$ cat config.mk
export PLATFORM = sky130hd
export DESIGN_NAME = pipeline_ctrl
export DESIGN_NICKNAME = d
export VERILOG_FILES = /design/src/rtl/pipeline_ctrl.sv
export SDC_FILE = /design/constraint.sdc
export NUM_CORES = 1
export LEC_CHECK = 0
export BUFFER_PORTS_ARGS = -buffer_cell sky130_fd_sc_hd__buf_2
export CORE_UTILIZATION = 53
export DETAILED_ROUTE_END_ITERATION = 8
export GPL_TIMING_DRIVEN = 0
export HOLD_SLACK_MARGIN = 0.15
export PLACE_DENSITY = 0.88
export SLEW_MARGIN = 20
export SYNTH_ARGS = -nofsm -noshare
export SYNTH_HDL_FRONTEND = slang
export SYNTH_SLANG_ARGS = --single-unit
$ cat constraint.sdc
create_clock -name clk -period 2.5 [get_ports clk]
set_input_delay 0.25 -clock clk [delete_from_list [all_inputs] [get_ports clk]]
set_output_delay 0.25 -clock clk [all_outputs]
set_load 0.02 [all_outputs]
$ cat src/rtl/pipeline_ctrl.sv
// Pipeline sequencing controller: stage enables/flushes for load-use stalls,
// taken branches and halts, plus the debug run/step/halt FSM and perf counters.
module pipeline_ctrl #(
    parameter int DRAIN_CYCLES = 4,
    parameter int NB_CNT       = 32
) (
    input  logic              clk,
    input  logic              i_rst,
    input  logic [4:0]        i_id_rs1_addr,
    input  logic [4:0]        i_id_rs2_addr,
    input  logic              i_id_rs1_used,
    input  logic              i_id_rs2_used,
    input  logic              i_id_halt,
    input  logic              i_ex_memRead,
    input  logic [4:0]        i_ex_rd_addr,
    input  logic              i_ex_branch_taken,
    input  logic              i_dbg_run,
    input  logic              i_dbg_step,
    input  logic              i_dbg_stop,
    output logic              o_pc_en,
    output logic              o_if_id_en,
    output logic              o_if_id_flush,
    output logic              o_id_ex_en,
    output logic              o_id_ex_flush,
    output logic              o_ex_mem_en,
    output logic              o_mem_wb_en,
    output logic              o_halted,
    output logic [NB_CNT-1:0] o_stall_cnt,
    output logic [NB_CNT-1:0] o_cycle_cnt,
    output logic [2:0]        o_dbg_state
);

    typedef enum logic [2:0] {
        S_IDLE   = 3'd0,
        S_RUN    = 3'd1,
        S_STEP   = 3'd2,
        S_DRAIN  = 3'd3,
        S_HALTED = 3'd4
    } state_t;

    localparam int                DCW        = (DRAIN_CYCLES > 1) ? $clog2(DRAIN_CYCLES) : 1;
    localparam logic [DCW-1:0]    DRAIN_LAST = DCW'(DRAIN_CYCLES - 1);
    localparam logic [NB_CNT-1:0] CNT_MAX    = '1;

    state_t         state;
    logic [DCW-1:0] drain_cnt;
    logic           hz;
    logic           fl;
    logic           exec;
    logic           take_stall;
    logic           take_halt;

    // Priority inside RUN/STEP: branch flush, then load-use stall, then halt.
    always_comb begin
        hz = i_ex_memRead && (i_ex_rd_addr != 5'd0) &&
             ((i_id_rs1_used && (i_id_rs1_addr == i_ex_rd_addr)) ||
              (i_id_rs2_used && (i_id_rs2_addr == i_ex_rd_addr)));
        fl         = i_ex_branch_taken;
        exec       = (state == S_RUN) || (state == S_STEP);
        take_stall = exec && !fl && hz;
        take_halt  = exec && !fl && !hz && i_id_halt;
    end

    always_comb begin
        o_pc_en       = 1'b0;
        o_if_id_en    = 1'b0;
        o_if_id_flush = 1'b0;
        o_id_ex_en    = 1'b0;
        o_id_ex_flush = 1'b0;
        o_ex_mem_en   = 1'b0;
        o_mem_wb_en   = 1'b0;
        if (i_rst) begin
            // Flushing during reset clears the pipeline registers that have no reset.
            o_if_id_flush = 1'b1;
            o_id_ex_flush = 1'b1;
        end else begin
            case (state)
                S_RUN, S_STEP: begin
                    o_id_ex_en  = 1'b1;
                    o_ex_mem_en = 1'b1;
                    o_mem_wb_en = 1'b1;
                    if (fl) begin
                        o_pc_en       = 1'b1;
                        o_if_id_en    = 1'b1;
                        o_if_id_flush = 1'b1;
                        o_id_ex_flush = 1'b1;
                    end else if (hz) begin
                        o_id_ex_flush = 1'b1;
                    end else if (i_id_halt) begin
                        o_if_id_en    = 1'b1;
                        o_if_id_flush = 1'b1;
                    end else begin
                        o_pc_en    = 1'b1;
                        o_if_id_en = 1'b1;
                    end
                end
                S_DRAIN: begin
                    o_id_ex_en  = 1'b1;
                    o_ex_mem_en = 1'b1;
                    o_mem_wb_en = 1'b1;
                end
                default: begin
                    o_pc_en = 1'b0;
                end
            endcase
        end
    end

    always_ff @(posedge clk) begin
        if (i_rst) begin
            state       <= S_IDLE;
            drain_cnt   <= '0;
            o_halted    <= 1'b0;
            o_stall_cnt <= '0;
            o_cycle_cnt <= '0;
        end else begin
            case (state)
                S_IDLE: begin
                    if (i_dbg_run) begin
                        state <= S_RUN;
                    end else if (i_dbg_step) begin
                        state <= S_STEP;
                    end
                end
                S_RUN: begin
                    if (take_halt) begin
                        state     <= S_DRAIN;
                        drain_cnt <= '0;
                    end else if (i_dbg_stop) begin
                        state <= S_IDLE;
                    end
                end
                S_STEP: begin
                    if (take_halt) begin
                        state     <= S_DRAIN;
                        drain_cnt <= '0;
                    end else begin
                        state <= S_IDLE;
                    end
                end
                S_DRAIN: begin
                    if (drain_cnt == DRAIN_LAST) begin
                        state    <= S_HALTED;
                        o_halted <= 1'b1;
                    end else begin
                        drain_cnt <= drain_cnt + 1'b1;
                    end
                end
                S_HALTED: begin
                    state <= S_HALTED;
                end
                default: begin
                    state <= S_IDLE;
                end
            endcase

            if (exec && (o_cycle_cnt != CNT_MAX)) begin
                o_cycle_cnt <= o_cycle_cnt + 1'b1;
            end
            if (take_stall && (o_stall_cnt != CNT_MAX)) begin
                o_stall_cnt <= o_stall_cnt + 1'b1;
            end
        end
    end

    assign o_dbg_state = state;

endmodule
==> impl_metrics.ini, run 1 <==
[run_status]
status = complete, no violations

[power]
power.share.clock_pct = 39.5
p_seq_share_pct = 50.0
intPower_mw = 1.69
p_per_area_nw_per_um2 = 504
peakVddDrop_uv = 356
p_leak_nw = 1.84
pwr-share-comb_pct = 10.5
switching_share_pct = 26.0
switchingPower_mw = 0.596

[logic_synthesis]
ys_top_cells_by_area = dfxtp_1, xor2_1, nor2_1, nand3_1, nand4_1
synth_top_family_by_area = simple AND/OR/NAND/NOR gates
synth_xor_xnor_area_share_pct = 13.1
yosysUniqueCellTypes = 46
synthArstFlopShare_pct = 0
synth_nets = 481
ys_seq_area_share_pct = 38.1
syn_area_per_cell_um2 = 8.11
yosys_warnings = 0
synth.mux.area_fraction_pct = 0.851
yosysMostFrequentCell = dfxtp_1
syn-cell-area_um2 = 3680
synthTopCellsByCount = dfxtp_1, nor2_1, nand3_1
synth_top_area_share_pct = 38.1
ys_seq_elements = 70
synth-compound-area-share_pct = 9.46
synth_simple_gate_area_share_pct = 33.8
synth_cells = 453
synth_flop_cell = dfxtp_1
synth_edf_count = 0
yosys.area_share.adder_pct = 1.02
yosys.area.top_type = dfxtp_1

[floorplan]
ios = 100
fp.dieW_um = 85.3
die-height_um = 85.3
core_area_um2 = 6530
rows = 29
start_util_pct = 56.3
die-area_um2 = 7270

[detailed_routing]
met1_length_um = 4160
wl_met2_um = 4940
drc_errors = 0
drt-vias-per-instance = 5.98
wl_um = 10100
vias = 3876
post_drt_wl_per_cell_um = 15.5
wl_met3_um = 716
dr.max_layer_used = met4
drt_iter0_markers = 249
ant_nets = 0
firstDrtPassIters = 6

[clocking]
clk_latency_ps = 350
cts_tree = yes
htree_levels = 3
cts_sinks = 70
clk_path_buf_depth = 2
cts_made_buffers = 9
clkSlewWorstSetupHoldPaths_ps = 80
cts_root_buffer = clkbuf_8

[layout]
antenna_cells = 0
syn_to_final_growth_pct = 23.6
stdcell_count = 648
drive_above_1_share_pct = 25.2
nets = 595

[placement]
place_inst = 629
routabilityCongestion = 0.889
port_buffers = 99
dp_hpwl_um = 6970

[global_routing]
antenna_found_initial = 0
grt_remaining_overflow = 0
grt_use_total_pct = 28.0
grt_max_degree = 12
first_global_vias = 3671
grt_pass1_wl_um = 16300

[worst_setup_path]
cp_data_required_time_ps = 2780
worstSetupStartpointType = flop
crit_fanout = 10
crit_type = reg -> reg
critical_path_arrival_ps = 2750
crit_path_end_kind = flop

[sta]
final-setup-viol-count = 0
fin_crit_sh_pct = 98.5
setup_tns_ps = 0
fmax_mhz = 406
finalMaxSlewViolations = 0
holdWs_ps = 216
maxSlewHeadroom_pct = 52.4
fin_crit_ps = 2460
worst_pin_slew_ps = 714
hold_viol = 0
finalClockSkew_ps = 13.9

[job]
maxCapViolations = 0

[min_path]
min-delay-path-class = in -> reg
[power groups by stage]
stage	registers, mW	clock network, mW	logic [mW]
6_report	1.14	0.904	0.240
4_1_cts	1.14	0.908	0.231
2_1_floorplan	1.18	0	0.134
5_1_grt	1.15	0.954	0.260
3_5_place_dp	1.17	0	0.225
3_3_place_gp	1.17	0	0.216
[timing repair]
item,CTS,global route
endpoints found under the setup margin,33,21
setup buffers,1,4
pin swaps,0,3
endpoints found under the hold margin,0,0
hold buffers,0,0
resized for setup,7,6
[layer usage]
layer | track usage [%] | vias to the layer above
li1 | - | 1839
met1 | 32.3 | 1821
met2 | 49.5 | 188
met3 | 6.23 | 28
met4 | 13.0 | 0
met5 | 0 | -
[worst paths after layout]
path | slack, ps | start | depth (start not counted) | end
min | 220 | i_rst | 3 | o_stall_cnt[12]
max reg2reg | 40 | o_dbg_state[0] | 7 | o_stall_cnt[30]
max | 40 | o_dbg_state[0] | 7 | o_stall_cnt[30]
min reg2reg | 500 | o_halted | 2 | o_halted
[sequential cells by signal, summed over array words and instances (netlist names)]
signal / count
o_cycle_cnt: 32
o_halted: 1
drain_cnt: 2
o_stall_cnt: 32
o_dbg_state: 3
[critical path, cell delays in order, from the launching register on]
cell and delay (ps):
dfxtp_2 400, or2b_1 290, a21o_4 270, a2111oi_4 500, nand3_2 160, buf_6 180, or4_1 460, a21oi_1 140
[area by class of cell]
type | instances | area (um^2)
inverter | 9 | 33.8
timing repair buffer | 104 | 533
clock inverter | 5 | 50.0
sequential | 70 | 1400
clock buffer | 10 | 138
tap | 77 | 96.3
buffer | 18 | 95.1
fill | 527 | 1990
multi-input combinational | 355 | 2190
[placed cells by master (no fill, tap or decap), types with 10 or more instances in the layout]
cell / count
nor2_1: 67
and3_1: 11
nand4_1: 27
nand3_1: 38
o21ai_0: 17
buf_2: 101
clkbuf_1: 11
xnor2_1: 19
xor2_1: 36
dfxtp_1: 68
a21oi_1: 22
or3_1: 17
clkbuf_8: 10
nor3_1: 17
nand2_1: 23
[stage by stage]
stage / power, mW / util [%] / worst slack [ps] / instance area, um^2
detailed placement: 1.39 / 65.3 / -350 / 4270
global placement: 1.38 / 65.3 / -322 / 4270
global route: 2.36 / 69.6 / -29.2 / 4540
CTS: 2.28 / 68.9 / 16.9 / 4500
finish: 2.29 / 69.6 / 36.8 / 4540
floorplan: 1.31 / - / 130 / 3680
[cells by family after synthesis]
kind of cell | count (synthesis)
xor gates and xnor gates | 55
and+or+nand+nor | 238
DFF | 70
adders and majority gates | 3
buffers and inverters | 28
AOI/OAI and AO/OA | 56
muxes | 3
Power figures use the tool's default switching activity.
==> run 2: changes to the inputs <==
BUFFER_PORTS_ARGS = default   (was -buffer_cell sky130_fd_sc_hd__buf_2)
CORE_MARGIN = 5   (was default)
CORE_UTILIZATION = 63   (was 53)
DONT_BUFFER_PORTS = 1   (was default)
PLACE_DENSITY = 0.86   (was 0.88)
TNS_END_PERCENT = 20   (was default)
==> run 2 against run 1 <==
Cell area is 6.5% lower. Utilization is 6.6 points higher. Register-to-register slack hardly changed. Critical path depth is 2 higher. Final cell count is 14% lower. Combinational power is 15% lower. Wire length is 0.53% lower. Die area is 2.6% higher. Sequential share of layout area is 2.4 points higher. Critical path type unchanged. Largest cell class unchanged. Highest routed layer unchanged.
==> impl_metrics.ini, run 2 (same netlist as run 1, synthesis figures left out) <==
[run_status]
status = complete, no violations

[detailed_routing]
post_drt_wl_per_cell_um = 18.0
drc_errors = 0
ant_nets = 0
drt_iter0_markers = 272
firstDrtPassIters = 5
vias = 3506
drt-vias-per-instance = 6.31
wl_um = 10000

[layout]
stdcell_count = 556
drive_above_1_share_pct = 14.5
antenna_cells = 0
syn_to_final_growth_pct = 15.6
final_cell_mix = nor2_1, dfxtp_1, nand3_1
layout_commonest_cell = nor2_1
nets = 507

[global_routing]
grt_max_degree = 12
gr-max-usage-layer = met2
grt_util_met3_pct = 8.56
grt_remaining_overflow = 0
grt_use_total_pct = 25.2
first_global_vias = 3300
grt_pass1_wl_um = 15400
use_met2_pct = 43.4
antenna_found_initial = 0
use_met1_pct = 29.3

[clocking]
clk_path_buf_depth = 2
cts_made_buffers = 9
cts_root_buffer = clkbuf_8
cts_sinks = 70
htree_levels = 3
cts_tree = yes
clkSlewWorstSetupHoldPaths_ps = 80
clk_latency_ps = 340

[sta]
holdWs_ps = 201
fin_crit_sh_pct = 98.4
maxSlewHeadroom_pct = 47.6
setup_ws_ps = 40.2
fin_crit_ps = 2460
fmax_mhz = 407
setup_tns_ps = 0
hold_viol = 0
finalMaxSlewViolations = 0
final-setup-viol-count = 0
finalClockSkew_ps = 8.76
rsz0062_at_grt = yes
worst_pin_slew_ps = 780

[floorplan]
core_area_um2 = 5570
ios = 100
die-area_um2 = 7460
die-height_um = 86.4
start_util_pct = 65.9
rows = 27
fp.dieW_um = 86.4

[job]
maxCapViolations = 0

[worst_setup_path]
cp_data_required_time_ps = 2780
max_stage_delay_ps = 480
r2r-start = o_dbg_state[1]
crit_chain = buf_6 > or2b_1 > a21o_4 > a2111oi_4 > buf_4 > nand3_2 > buf_6 > or4_4 > a21oi_2
worstSetupStartpointType = flop
crit_fanout = 8
cp_slowest_cell = or4_4
crit_path_end_kind = flop
crit_type = reg -> reg
critical_path_arrival_ps = 2740
startpoint = o_dbg_state[1]
path_common_cell = buf_6

[placement]
place_inst = 525
routabilityCongestion = 0.897
pre_cts_ws_ps = -477
dp_hpwl_um = 6740
port_buffers = 0

[min_path]
min-delay-path-class = in -> reg
hold_path_startpoint = i_dbg_step

[power]
p_per_area_nw_per_um2 = 572
power.share.clock_pct = 43.8
intPower_mw = 1.85
switching_share_pct = 23.9
p_leak_nw = 1.43
p_seq_share_pct = 47.7
switchingPower_mw = 0.579
pwr-share-comb_pct = 8.4
power.total_mw = 2.43
peakVddDrop_uv = 447
run 2: changes by cell type in the layout (fill, tap and decap cells not counted), moves of 2 or more:
cell	previous run	this run
buf_2	101	2
buf_4	8	18
dfxtp_1	68	60
dfxtp_2	2	9
clkinv_2	4	1
a21oi_1	22	20
a21oi_2	1	3
clkbuf_8	10	12
nor3_1	17	15
nor3_2	0	2
nor4_2	3	1
nor4_4	0	2
run 2: routing by layer:
layer	vias to the layer above	part of all wire, %	wire length [um]
met1	1626	38	3780
met3	29	11	1100
li1	1660	-	-
met4	0	2.0	204
met5	-	0	0
met2	191	49	4930
run 2: timing repair:
item / 4_1_cts / 5_1_grt
resized for setup: 9 / 27
hold buffers: 1 / 0
hold endpoints to repair: 1 / 0
pin swaps: 0 / 5
setup buffers: 2 / 13
setup endpoints to repair: 42 / 35
run 2: stage by stage:
| step | utilization, % | cell area [um^2] |
|---|---|---|
| 5_1_grt | 76.2 | 4250 |
| 3_5_place_dp | 67.6 | 3770 |
| 4_1_cts | 73.0 | 4070 |
| 3_3_place_gp | 67.6 | 3770 |
| 2_1_floorplan | - | 3680 |
| 6_report | 76.2 | 4250 |
run 2: final timing paths:
check | slack, ps | cells after the start | endpoint
setup / recovery | 40 | 9 | o_stall_cnt[30]
hold / removal | 200 | 2 | o_dbg_state[0]
setup reg to reg | 40 | 9 | o_stall_cnt[30]
hold reg to reg | 510 | 1 | drain_cnt[0]
run 2: final cells by class:
class / count / area, um^2
timing repair buffer: 16 / 123
inverter: 9 / 33.8
clock inverter: 3 / 65.1
sequential: 70 / 1420
buffer: 18 / 103
fill: 417 / 1330
clock buffer: 13 / 169
tap: 72 / 90.1
multi-input combinational: 355 / 2250
run 2: critical path, delay by kind of cell (launching register included):
kind                   cells  cell delay, ps
DFF                        1             380
and+or+nand+nor            3             840
AOI/OAI and AO/OA          3             700
buffers and inverters      3             490
run 2: power groups by stage:
stage	combinational (mW)	clock [mW]	sequential (mW)
floorplan	0.134	0	1.18
global route	0.221	1.13	1.16
detailed placement	0.165	0	1.18
finish	0.205	1.06	1.16
CTS	0.175	1.07	1.16
global placement	0.160	0	1.18
